`src/rtl/div_unit_32_pkg.sv`:
```
// Shared types and sizing for the 32-bit iterative divider.
package div_unit_32_pkg;

    localparam int DATA_W     = 32;
    localparam int ITER_COUNT = 32;

    typedef enum logic [1:0] {
        IDLE,
        BUSY,
        FIX,
        DONE
    } state_t;

endpackage

```
`src/rtl/div_unit_32_sub.sv`:
```
// 32-bit subtractor; borrow is set when b > a (unsigned).
module Sub32Bit (
    input  logic [31:0] a,
    input  logic [31:0] b,
    output logic [31:0] diff,
    output logic        borrow
);

    assign {borrow, diff} = {1'b0, a} - {1'b0, b};

endmodule

```
`src/rtl/div_unit_32.sv`:
```
// Signed/unsigned 32-bit restoring divider: 32 shift-subtract steps, then sign fix-up.
module div_unit_32
    import div_unit_32_pkg::*;
(
    input  logic              clk,
    input  logic              rst_n,
    input  logic              start,
    input  logic              sign,
    input  logic [DATA_W-1:0] A,
    input  logic [DATA_W-1:0] B,
    output logic [DATA_W-1:0] Q,
    output logic [DATA_W-1:0] R,
    output logic              busy,
    output logic              done,
    output logic              div_zero
);

    state_t            state_q, state_d;
    logic [4:0]        cnt_q;
    logic [DATA_W-1:0] rem_q, quo_q, dvs_q;
    logic              qneg_q, rneg_q, bzero_q;

    logic [DATA_W-1:0] a_mag, b_mag;
    logic [DATA_W-1:0] shift_rem, trial;
    logic              sub_borrow, keep;
    logic [DATA_W-1:0] q_fix, r_fix;

    assign a_mag = (sign && A[DATA_W-1]) ? -A : A;
    assign b_mag = (sign && B[DATA_W-1]) ? -B : B;

    // Bit shifted out of rem is the 33rd bit of the trial; if set, the subtract cannot borrow.
    assign shift_rem = {rem_q[DATA_W-2:0], quo_q[DATA_W-1]};

    Sub32Bit u_sub (
        .a      (shift_rem),
        .b      (dvs_q),
        .diff   (trial),
        .borrow (sub_borrow)
    );

    assign keep = rem_q[DATA_W-1] | ~sub_borrow;

    // A zero divisor runs the normal steps (rem ends as |A|, restored by the sign fix).
    assign q_fix = bzero_q ? '1 : (qneg_q ? -quo_q : quo_q);
    assign r_fix = rneg_q ? -rem_q : rem_q;

    always_comb begin
        state_d = state_q;
        busy    = (state_q != IDLE);
        done    = (state_q == DONE);
        case (state_q)
            IDLE:    if (start) state_d = BUSY;
            BUSY:    if (cnt_q == 5'(ITER_COUNT - 1)) state_d = FIX;
            FIX:     state_d = DONE;
            DONE:    state_d = IDLE;
            default: state_d = IDLE;
        endcase
    end

    always_ff @(posedge clk) begin
        if (!rst_n) begin
            state_q  <= IDLE;
            cnt_q    <= '0;
            rem_q    <= '0;
            quo_q    <= '0;
            dvs_q    <= '0;
            qneg_q   <= 1'b0;
            rneg_q   <= 1'b0;
            bzero_q  <= 1'b0;
            Q        <= '0;
            R        <= '0;
            div_zero <= 1'b0;
        end else begin
            state_q <= state_d;
            case (state_q)
                IDLE: begin
                    if (start) begin
                        cnt_q   <= '0;
                        rem_q   <= '0;
                        quo_q   <= a_mag;
                        dvs_q   <= b_mag;
                        qneg_q  <= sign & (A[DATA_W-1] ^ B[DATA_W-1]);
                        rneg_q  <= sign & A[DATA_W-1];
                        bzero_q <= (B == '0);
                    end
                end
                BUSY: begin
                    rem_q <= keep ? trial : shift_rem;
                    quo_q <= {quo_q[DATA_W-2:0], keep};
                    cnt_q <= cnt_q + 5'd1;
                end
                FIX: begin
                    Q        <= q_fix;
                    R        <= r_fix;
                    div_zero <= bzero_q;
                end
                default: ;
            endcase
        end
    end

endmodule

```
`config.mk`:
```
export PLATFORM = sky130hd
export DESIGN_NAME = div_unit_32
export DESIGN_NICKNAME = d
export VERILOG_FILES = /design/src/rtl/div_unit_32_pkg.sv /design/src/rtl/div_unit_32_sub.sv /design/src/rtl/div_unit_32.sv
export SDC_FILE = /design/constraint.sdc
export NUM_CORES = 1
export LEC_CHECK = 0
export BUFFER_PORTS_ARGS = -buffer_cell sky130_fd_sc_hd__buf_2
export CORE_UTILIZATION = 55
export CTS_BUF_LIST = sky130_fd_sc_hd__clkbuf_4
export DETAILED_ROUTE_END_ITERATION = 7
export PLACE_DENSITY_LB_ADDON = 0.12
export SYNTH_ARGS = -nofsm -noshare
export SYNTH_HDL_FRONTEND = slang
export SYNTH_SLANG_ARGS = --single-unit
```
`constraint.sdc`:
```
create_clock -name clk -period 3.8 [get_ports clk]
set_input_delay 1.14 -clock clk [delete_from_list [all_inputs] [get_ports clk]]
set_output_delay 1.14 -clock clk [all_outputs]
set_load 0.05 [all_outputs]
```
==> results.sh <==
export IMPL_status="finished clean"
export IMPL_hpwl_mm=20.62
export IMPL_yosys_area_top_type="dfxtp_1"
export IMPL_cts_buffers=17
export IMPL_relSlewSlack_pct=20.09
export IMPL_finalSetupViolCount=0
export IMPL_synth_adder_area_share_pct=5.028
export IMPL_arrival_ns=3.85
export IMPL_drt_first_pass_iters=6
export IMPL_slowest_delay_ns=0.50
export IMPL_area_growth_pct=11.60
export IMPL_path_cells="ha_1, a2111oi_0, o21ai_0, o21a_1, o211ai_1, nand3_1, a2111oi_2, buf_12, nand2b_1, o21ai_0"
export IMPL_rows=51
export IMPL_synth_top_family_by_area="compound AO/OA/AOI/OAI gates"
export IMPL_maxCapViolCount=0
export IMPL_synthDistinctLibCells=64
export IMPL_drc=0
export IMPL_antenna_found_initial=1
export IMPL_insertion_delay_ns=0.59
export IMPL_first_iter_violations=668
export IMPL_syn_avg_cell_area_sq_um=7.903
export IMPL_dpl_cell_count=1720
export IMPL_syn_inst=1373
export IMPL_end_kind="flop"
export IMPL_via_per_inst=5.734
export IMPL_r2r_end="rem_q[29]$_SDFFE_PN0P_"
export IMPL_dieArea_sq_um=20290
export IMPL_rsz0062_at_grt="false"
export IMPL_synthArstFlopShare_pct=0
export IMPL_synth_top_area_share_pct=31.55
export IMPL_overflow=0
export IMPL_cts_root_buf="clkbuf_4"
export IMPL_path_class="flop to flop"
export IMPL_syn_cell_area_sq_um=10850
export IMPL_min_path_type="flop to flop"
export IMPL_fp_dieW_um=142.5
export IMPL_mappedNetlistNets=1484
export IMPL_ys_ff_latch=171
export IMPL_synthXorXnorAreaFrac_pct=10.98
export IMPL_r2r_slack_ns=0.42
export IMPL_grt_usage_pct=27.51
export IMPL_min_to="dvs_q[31]$_SDFFE_PN0P_"
export IMPL_path_clk_slew_ns=0.16
export IMPL_final_cell_mix="nand2_1, dfxtp_1, o21ai_0"
export IMPL_synthMuxAreaShare_pct=1.107
export IMPL_synth_simple_gate_area_share_pct=19.12
export IMPL_hold_violations=0
export IMPL_clkSinkCount=171
export IMPL_final_layout_size_suffix_gt1_share_pct=14.93
export IMPL_start_util_pct=55.93
export IMPL_ys_flop_type="dfxtp_1"
export IMPL_critPathSlowestCell="dfxtp_1"
export IMPL_totalWireLength_mm=27.53
export IMPL_fin_crit_ns=3.381
export IMPL_vdd_drop_max_v=0.0005377
export IMPL_place_ws_ns=0.1828
export IMPL_hold_path_depth=2
export IMPL_nNetsFinal=1585
export IMPL_holdBufCountCts=0
export IMPL_path_common_cell="o21ai_0"
export IMPL_reg2regPathDepth=10
export IMPL_finalCritPeriodShare_pct=88.98
export IMPL_yosysWarnings=0
export IMPL_grt_pass1_vias=8537
export IMPL_vias=10051
export IMPL_clockBufferDepth=2
export IMPL_fin_worst_skew_ns=0.03069
export IMPL_cts_setup_buffers=0
export IMPL_fill_cells=1876
export IMPL_grt_pass1_wl_mm=44.42
export IMPL_gp_congestion=0.9352
export IMPL_critPathMaxFanout=45
export IMPL_die_h_um=142.5
export IMPL_synth_area_leaders="dfxtp_1, xor2_1, o21ai_0"
export IMPL_maxSlewViolCount=0
export IMPL_io_pins=135
export IMPL_place_area_sq_um=11790
export IMPL_cp_required_ns=4.27
export IMPL_rr_startpoint="rem_q[8]$_SDFFE_PN0P_"
export IMPL_p_leak_nw=5.520
export IMPL_cts_tree="built"
export IMPL_min_delay_start="dvs_q[31]$_SDFFE_PN0P_"
export IMPL_design_area_sq_um=12110
export IMPL_ys_seq_area_share_pct=31.55
export IMPL_fin_tns_setup_ns=0
export IMPL_htree_levels=4
export IMPL_holdWs_ns=0.4773
export IMPL_layoutNonFillerInstCount=1753
export IMPL_p_per_area_nw_per_um2=667.2
export IMPL_synth_compound_area_share_pct=27.41
export IMPL_max_freq_mhz=295.8
export IMPL_tightest_slew_ns=1.193
export IMPL_setup_worst_path_start_class="flop"
export IMPL_drt_wirelength_per_cell_um=15.70
export IMPL_cts_resized=0
export IMPL_synth_edff_count=0
export IMPL_p_total_mw=8.079
export IMPL_utilization_pct=62.42
export IMPL_layout_commonest_cell="nand2_1"
export IMPL_grt_max_degree=97
export IMPL_io_buffers=134
export IMPL_core_sq_um=19400
export IMPL_setup_ws_ns=0.4188
export IMPL_antenna_left=0
[synth_stat cells, drive strengths merged, types with 18 or more instances]
master	instances
xnor2	31
o21ai	145
nor2b	22
nand2	182
a21oi	113
ha	42
o31ai	31
clkbuf	64
nand3	23
o211a	54
inv	54
dfxtp	171
xor2	105
or3	24
nor2	67
or4	18
[power by group]
part / internal [mW] / total (mW) / switching [mW]
Combinational: 1.33 / 4.18 / 2.85
Sequential: 2.29 / 2.75 / 0.457
Clock: 0.375 / 1.15 / 0.772
[metal layers]
layer	global-route usage [%]	share of wire (%)	routed length, um
met3	5.518	7.4	2048
met1	44.54	54	14770
met2	35.96	38	10500
met4	6.055	0.78	216
met5	0	0	0
[critical path, delay by kind of cell, from the launching register on]
family                     cells  cell delay, ns
buffers and inverters          1            0.28
DFF                            1            0.50
and+or+nand+nor                2            0.56
AOI/OAI and AO/OA              6            1.58
adders and majority gates      1            0.35
[cells by family after synthesis]
logic type,count (synthesis)
DFF,171
and+or+nand+nor,424
buffers and inverters,135
adders and majority gates,43
xor gates and xnor gates,136
AOI/OAI and AO/OA,452
muxes,12
[flip-flops by register name, indices dropped and copies added (netlist names)]
register and count:
Q 32, R 32, dvs_q 32, quo_q 32
rem_q 32, cnt_q 5, state_q 2, bzero_q 1
div_zero 1, qneg_q 1, rneg_q 1
[how the worst max path moves through the flow]
stage                                 from                     end  slack, ns  depth (start not counted)
floorplan                             B[4]  dvs_q[30]$_SDFFE_PN0P_       0.39                          9
global placement                      B[4]  dvs_q[30]$_SDFFE_PN0P_       0.23                         10
detailed placement                    B[4]  dvs_q[30]$_SDFFE_PN0P_       0.18                         10
CTS                 quo_q[31]$_SDFFE_PN0P_  rem_q[24]$_SDFFE_PN0P_       0.44                         13
global route        quo_q[31]$_SDFFE_PN0P_  rem_q[10]$_SDFFE_PN0P_       0.05                         13
finish               rem_q[8]$_SDFFE_PN0P_  rem_q[29]$_SDFFE_PN0P_       0.42                         10
[final cells by class]
class / count / area (sq um) / area share (%)
Inverter: 54 / 202.7 / 1.674
Clock buffer: 17 / 127.6 / 1.054
Multi-Input combinational cell: 1067 / 6928 / 57.21
Tap cell: 265 / 331.6 / 2.738
Timing Repair Buffer: 163 / 903.4 / 7.460
Sequential cell: 171 / 3423 / 28.27
Clock inverter: 15 / 190.2 / 1.571
Antenna cell: 1 / 2.502 / 0.02067
No activity file was read; power rests on OpenSTA's default activity.
